File: src/rtl/acc_drain.sv
// acc_drain: reads a contiguous accumulator range and reduces each lane
// mod 2^logq. Reduced words stream out on valid/ready. Reads are issued
// against credits from a small output FIFO, so backpressure never drops
// returning read data.
module acc_drain #(
    parameter int ADDR_WIDTH = 9,
    parameter int DATA_WIDTH = 64,
    parameter int LANE_WIDTH = 16,
    parameter int FIFO_DEPTH = 4
) (
    input  logic                  clk,
    input  logic                  rstn,
    input  logic                  start,
    input  logic [ADDR_WIDTH-1:0] base_addr,
    input  logic [ADDR_WIDTH:0]   length,
    input  logic [4:0]            logq,
    output logic                  rd_en,
    output logic [ADDR_WIDTH-1:0] rd_addr,
    input  logic [DATA_WIDTH-1:0] rd_data,
    output logic                  m_valid,
    input  logic                  m_ready,
    output logic [DATA_WIDTH-1:0] m_data,
    output logic                  m_last,
    output logic                  busy,
    output logic                  done
);

    localparam int LANES = DATA_WIDTH / LANE_WIDTH;
    localparam int PW    = (FIFO_DEPTH > 1) ? $clog2(FIFO_DEPTH) : 1;
    localparam int CW    = $clog2(FIFO_DEPTH + 1);

    typedef enum logic [1:0] {
        ST_IDLE  = 2'd0,
        ST_RUN   = 2'd1,
        ST_FLUSH = 2'd2
    } state_t;

    // Lane mask keeping the low logq bits; logq=0 acts as 1, large values clamp.
    function automatic logic [LANE_WIDTH-1:0] lane_mask(input logic [4:0] q);
        logic [LANE_WIDTH-1:0] m;
        int eff;
        if (q == 5'd0) begin
            eff = 1;
        end else if (int'(q) > LANE_WIDTH) begin
            eff = LANE_WIDTH;
        end else begin
            eff = int'(q);
        end
        for (int i = 0; i < LANE_WIDTH; i++) begin
            m[i] = (i < eff) ? 1'b1 : 1'b0;
        end
        return m;
    endfunction

    // Apply the lane mask to every lane of a word.
    function automatic logic [DATA_WIDTH-1:0] reduce_word(input logic [DATA_WIDTH-1:0] w,
                                                          input logic [LANE_WIDTH-1:0] m);
        logic [DATA_WIDTH-1:0] r;
        for (int l = 0; l < LANES; l++) begin
            r[l*LANE_WIDTH +: LANE_WIDTH] = w[l*LANE_WIDTH +: LANE_WIDTH] & m;
        end
        return r;
    endfunction

    // Circular pointer advance for arbitrary depth.
    function automatic logic [PW-1:0] next_ptr(input logic [PW-1:0] p);
        return (p == PW'(FIFO_DEPTH - 1)) ? {PW{1'b0}} : p + PW'(1);
    endfunction

    state_t                  state_r, state_n_s;
    logic [ADDR_WIDTH-1:0]   addr_r;
    logic [ADDR_WIDTH:0]     rd_rem_r;
    logic [ADDR_WIDTH:0]     out_rem_r;
    logic [LANE_WIDTH-1:0]   mask_r;
    logic                    infl_r;
    logic                    done_r, done_n_s;
    logic [DATA_WIDTH-1:0]   mem_r [FIFO_DEPTH];
    logic [PW-1:0]           wr_ptr_r, rd_ptr_r;
    logic [CW-1:0]           cnt_r;
    logic [CW:0]             used_s;
    logic                    issue_s, push_s, pop_s, valid_s, last_s, accept_s;

    // Credit check, handshake decode and next-state logic.
    always_comb begin
        state_n_s = state_r;
        done_n_s  = 1'b0;
        used_s    = {1'b0, cnt_r} + {{CW{1'b0}}, infl_r};
        valid_s   = (cnt_r != {CW{1'b0}});
        last_s    = valid_s && (out_rem_r == (ADDR_WIDTH+1)'(1));
        pop_s     = valid_s && m_ready;
        push_s    = infl_r;
        issue_s   = (state_r == ST_RUN) && (rd_rem_r != {(ADDR_WIDTH+1){1'b0}})
                    && (used_s < (CW+1)'(FIFO_DEPTH));
        accept_s  = (state_r == ST_IDLE) && start;
        case (state_r)
            ST_IDLE: begin
                if (start && (length == {(ADDR_WIDTH+1){1'b0}})) begin
                    done_n_s = 1'b1;
                end else if (start) begin
                    state_n_s = ST_RUN;
                end else begin
                    state_n_s = ST_IDLE;
                end
            end
            ST_RUN: begin
                if (issue_s && (rd_rem_r == (ADDR_WIDTH+1)'(1))) begin
                    state_n_s = ST_FLUSH;
                end else begin
                    state_n_s = ST_RUN;
                end
            end
            ST_FLUSH: begin
                if (pop_s && last_s) begin
                    state_n_s = ST_IDLE;
                    done_n_s  = 1'b1;
                end else begin
                    state_n_s = ST_FLUSH;
                end
            end
            default: begin
                state_n_s = ST_IDLE;
            end
        endcase
    end

    // State register and done pulse.
    always_ff @(posedge clk or negedge rstn) begin
        if (!rstn) begin
            state_r <= ST_IDLE;
            done_r  <= 1'b0;
        end else begin
            state_r <= state_n_s;
            done_r  <= done_n_s;
        end
    end

    // Job parameters, read address/remaining counters and in-flight flag.
    always_ff @(posedge clk or negedge rstn) begin
        if (!rstn) begin
            addr_r    <= {ADDR_WIDTH{1'b0}};
            rd_rem_r  <= {(ADDR_WIDTH+1){1'b0}};
            out_rem_r <= {(ADDR_WIDTH+1){1'b0}};
            mask_r    <= {LANE_WIDTH{1'b0}};
            infl_r    <= 1'b0;
        end else begin
            infl_r <= issue_s;
            if (accept_s) begin
                addr_r    <= base_addr;
                rd_rem_r  <= length;
                out_rem_r <= length;
                mask_r    <= lane_mask(logq);
            end else begin
                if (issue_s) begin
                    addr_r   <= addr_r + ADDR_WIDTH'(1);
                    rd_rem_r <= rd_rem_r - (ADDR_WIDTH+1)'(1);
                end
                if (pop_s) begin
                    out_rem_r <= out_rem_r - (ADDR_WIDTH+1)'(1);
                end
            end
        end
    end

    // Output FIFO: reduced read data pushed one cycle after issue, head popped on accept.
    always_ff @(posedge clk or negedge rstn) begin
        if (!rstn) begin
            for (int i = 0; i < FIFO_DEPTH; i++) begin
                mem_r[i] <= {DATA_WIDTH{1'b0}};
            end
            wr_ptr_r <= {PW{1'b0}};
            rd_ptr_r <= {PW{1'b0}};
            cnt_r    <= {CW{1'b0}};
        end else begin
            if (push_s) begin
                mem_r[wr_ptr_r] <= reduce_word(rd_data, mask_r);
                wr_ptr_r        <= next_ptr(wr_ptr_r);
            end
            if (pop_s) begin
                rd_ptr_r <= next_ptr(rd_ptr_r);
            end
            case ({push_s, pop_s})
                2'b10:   cnt_r <= cnt_r + CW'(1);
                2'b01:   cnt_r <= cnt_r - CW'(1);
                default: cnt_r <= cnt_r;
            endcase
        end
    end

    assign rd_en   = issue_s;
    assign rd_addr = addr_r;
    assign m_valid = valid_s;
    assign m_data  = mem_r[rd_ptr_r];
    assign m_last  = last_s;
    assign busy    = (state_r != ST_IDLE);
    assign done    = done_r;

endmodule

File: config.mk
export PLATFORM = sky130hd
export DESIGN_NAME = acc_drain
export DESIGN_NICKNAME = d
export VERILOG_FILES = /design/src/rtl/acc_drain.sv
export SDC_FILE = /design/constraint.sdc
export NUM_CORES = 1
export LEC_CHECK = 0
export BUFFER_PORTS_ARGS = -buffer_cell sky130_fd_sc_hd__clkbuf_2
export CAP_MARGIN = 20
export CORE_ASPECT_RATIO = 2
export CORE_MARGIN = 3
export CORE_UTILIZATION = 63
export CTS_CLUSTER_SIZE = 16
export DETAILED_ROUTE_END_ITERATION = 16
export PLACE_DENSITY_LB_ADDON = 0.12
export SLEW_MARGIN = 20
export SYNTH_ARGS = -nofsm -noshare
export SYNTH_HDL_FRONTEND = slang
export SYNTH_SLANG_ARGS = --single-unit
File: constraint.sdc
create_clock -name clk -period 4.8 [get_ports clk]
set_input_delay 0.48 -clock clk [delete_from_list [all_inputs] [get_ports clk]]
set_output_delay 0.48 -clock clk [all_outputs]
set_load 0.005 [all_outputs]
==> out/qor.tcl <==
set qor(htree_levels) 1
set qor(ys_seq_elements) 312
set qor(yosys.area_share.simple_pct) 13.8
set qor(grt_antenna_before_repair) 3
set qor(placed_cell_area_um2) 14700
set qor(slowest_delay_ns) 0.67
set qor(cp.required_ns) 4.32
set qor(cts_buffer_depth) 3
set qor(drtIter0Drc) 830
set qor(proportion_of_synthesized_chip_area_in_sequential_cells_pct) 57.0
set qor(wire_length_of_the_first_global_routing_pass_mm) 55.5
set qor(final_total_negative_setup_slack_ns) 0
set qor(maxSlewHeadroom_pct) 28.7
set qor(dr.pass1.iters) 5
set qor(finalPower_mw) 10.9
set qor(vias_after_detailed_routing) 10300
set qor(globalRoute.totalOverflow) 0
set qor(clock_skew_ns) 0.0166
set qor(final_min_period_over_clock_period_pct) 64.7
set qor(grt_pass1_vias) 10600
set qor(adder_cell_fraction_of_synth_area_pct) 1.15
set qor(setup_viol) 0
set qor(timing_max_transition_violations_final) 0
set qor(summed_instance_area_of_the_synthesized_netlist_um2) 13700
set qor(critical_path_sink_type) {primary output}
set qor(clk_pin_slew_worst_setup_hold_paths_ns) 0.07
set qor(failed_checks) {hold timing}
set qor(row_count) 75
set qor(hold_path.class) {in -> async}
set qor(cts_made_buffers) 26
set qor(timing.fmax_ghz) 0.322
set qor(layout_min_cycle_time_ns) 3.11
set qor(grt_max_degree) 121
set qor(async_reset_ff_share_pct) 100
set qor(status) {complete, but fails checks}
set qor(placeableCoreArea_um2) 21200
set qor(layout.filler_cells) 1566
set qor(synth-main-ff-cell) {sky130_fd_sc_hd__dfrtp_1}
set qor(globalRouteMet1Util_pct) 37.1
set qor(timing_worst_setup_path_type) {reg -> out}
set qor(dieArea_um2) 23600
set qor(synth.distinct_cells) 53
set qor(cts_tree) {yes}
set qor(mapped_nets) 1405
set qor(finalHoldViolations) 9
set qor(critical_path.slowest_cell) {sky130_fd_sc_hd__and3_1}
set qor(gr-usage-met2_pct) 53.0
set qor(detail_route.vias_per_cell) 6.05
set qor(synth_compound_area_share_pct) 13.8
set qor(worst_path_dominant_cell_family) {simple AND/OR/NAND/NOR gates}
set qor(finalWeightedCongestion) 0.928
set qor(clock_insertion_delay_worst_skew_ns) 0.54
set qor(place.port_buffers) 169
set qor(synth_top_family_by_area) {compound AO/OA/AOI/OAI gates}
set qor(worst-path-buf-inv) 2
set qor(layout.cells.most_common_list) {sky130_fd_sc_hd__nand2_1 (352), sky130_fd_sc_hd__dfrtp_1 (310), sky130_fd_sc_hd__o21ai_0 (278)}
set qor(grtUsageTotal_pct) 30.4
set qor(tightestPinTransition_ns) 1.07
set qor(yosys.area_share.xor_xnor_pct) 0.640
set qor(syn2layout_area_growth_pct) 13.5
set qor(synth-edff-count) 0
set qor(muxShareOfSynthArea_pct) 10.5
set qor(postCtsSetupBuffers) 0
set qor(clk_root_buffer_cell) {sky130_fd_sc_hd__clkbuf_16}
set qor(syn-mean-instance-area_um2) 10.5
set qor(fp.dieH_um) 214
set qor(ctsHoldBuffers) 0
set qor(path_max_fanout) 19
set qor(yosys_warnings) 0
set qor(die_w_um) 110
set qor(antenna_left) 0
set qor(post_synth_inst_count) 1301
set qor(layout_commonest_cell) {sky130_fd_sc_hd__nand2_1}
set qor(post_layout_nets) 1525
set qor(worstPathArrival_ns) 2.63
set qor(clkSinkCount) 312
set qor(path_cells) {inv_1, ha_1, nor3b_2, and3_1, nor2_1, clkbuf_2}
set qor(finalWirelength_mm) 34.5
set qor(power.static_leakage_nw) 7.28
set qor(design_area_um2) 15500
set qor(number_of_maximum_capacitance_violations) 0
set qor(final.hold.worst_slack_ns) -0.00923
set qor(gr-usage-met3_pct) 4.79
set qor(post_cts.resized_instances) 0
set qor(routedWlPerCell_um) 20.2
set qor(design.portCount) 170
set qor(pwr_density_cell_nw_per_um2) 705
set qor(drcViolationCount) 0
set qor(detailedPlacementHpwl_mm) 22.9
set qor(drive_gt1_share_pct) 21.2
set qor(worstSetupStartpointType) {flip-flop}
set qor(irDropWorstVdd_uv) 654
set qor(floorplan.initialDensity_pct) 64.5
set qor(grt_setup_unrepaired) {no}
set qor(peak_usage_layer_in_the_global_routing_report) {met2}
[flip-flops by register name, indices dropped and copies added, names as in the netlist]
signal / count
wr_ptr_r: 2
rd_rem_r: 10
out_rem_r: 10
cnt_r: 3
done: 1
infl_r: 1
rd_ptr_r: 2
mask_r: 16
mem_r: 256
state_r: 2
rd_addr: 9
[routing by layer]
layer,part of all wire [%],up-vias,wire length (µm)
met5,0,-,0
met4,4.2,0,1440
met3,6.2,63,2120
met2,53,341,18400
met1,36,5130,12500
li1,-,4798,-
[cell usage after synthesis, types with 8 or more instances]
library cell               instances  area share [%]
sky130_fd_sc_hd__nand3_1          11            0.40
sky130_fd_sc_hd__inv_1            20            0.55
sky130_fd_sc_hd__mux4_2           64              11
sky130_fd_sc_hd__ha_1             11             1.0
sky130_fd_sc_hd__buf_2             8            0.29
sky130_fd_sc_hd__nor3_1           11            0.40
sky130_fd_sc_hd__a31oi_1          15            0.69
sky130_fd_sc_hd__dfrtp_1         312              57
sky130_fd_sc_hd__o21ai_0         278              10
sky130_fd_sc_hd__clkbuf_1         77             2.1
sky130_fd_sc_hd__nand2_1         356             9.8
sky130_fd_sc_hd__nor2_1           32            0.88
[through the flow]
step | cells | hold WS [ns] | utilization, % | setup slack [ns]
2_1_floorplan | 1301 | 0.184 | - | 2.66
3_3_place_gp | 1662 | 0.455 | 69.2 | 2.17
3_5_place_dp | 1662 | 0.465 | 69.2 | 2.16
4_1_cts | 1706 | 0.0337 | 73.2 | 1.69
5_1_grt | 1709 | 0.0387 | 73.2 | 1.55
6_report | 1709 | -0.00923 | 73.2 | 1.69
[cell families after synthesis]
| family | count (synthesis) |
|---|---|
| simple gates | 453 |
| compound gates | 342 |
| flops | 312 |
| buf+inv | 108 |
| mux | 64 |
| fa+ha+maj | 12 |
| xor+xnor | 10 |
[worst paths after layout]
path,startpoint,to,slack [ns],depth (start not counted)
hold / removal,rstn,mem_r[70]$_DFFE_PN0P_,-0.009,1
max in group asynchronous,rstn,rd_addr[6]$_DFFE_PN0P_,3.61,2
min in group clk,base_addr[0],rd_addr[0]$_DFFE_PN0P_,0.19,2
setup / recovery,rd_rem_r[0]$_DFFE_PN0P_,rd_en,1.69,6
setup reg to reg,cnt_r[1]$_DFFE_PN0P_,cnt_r[1]$_DFFE_PN0P_,2.15,6
hold reg to reg,mem_r[42]$_DFFE_PN0P_,mem_r[42]$_DFFE_PN0P_,0.47,2
[area by class of cell]
class                           count  area (µm²)  area share (%)
Timing Repair Buffer              180         951            6.12
Inverter                           20        75.1           0.483
Clock inverter                     10         129           0.830
Sequential cell                   312        7820            50.3
Tap cell                          269         337            2.17
Antenna cell                        3        7.51          0.0483
Clock buffer                       34         722            4.65
Multi-Input combinational cell    881        5490            35.4
[power by group]
| part | switching [mW] | leakage (nW) | internal, mW |
|---|---|---|---|
| registers | 1.06 | 3.92 | 3.79 |
| clock network | 0.925 | 0.423 | 1.22 |
| logic | 2.12 | 2.94 | 1.83 |
| total | 4.11 | 7.28 | 6.83 |
Note: power is estimated with default switching activity, not from simulation.
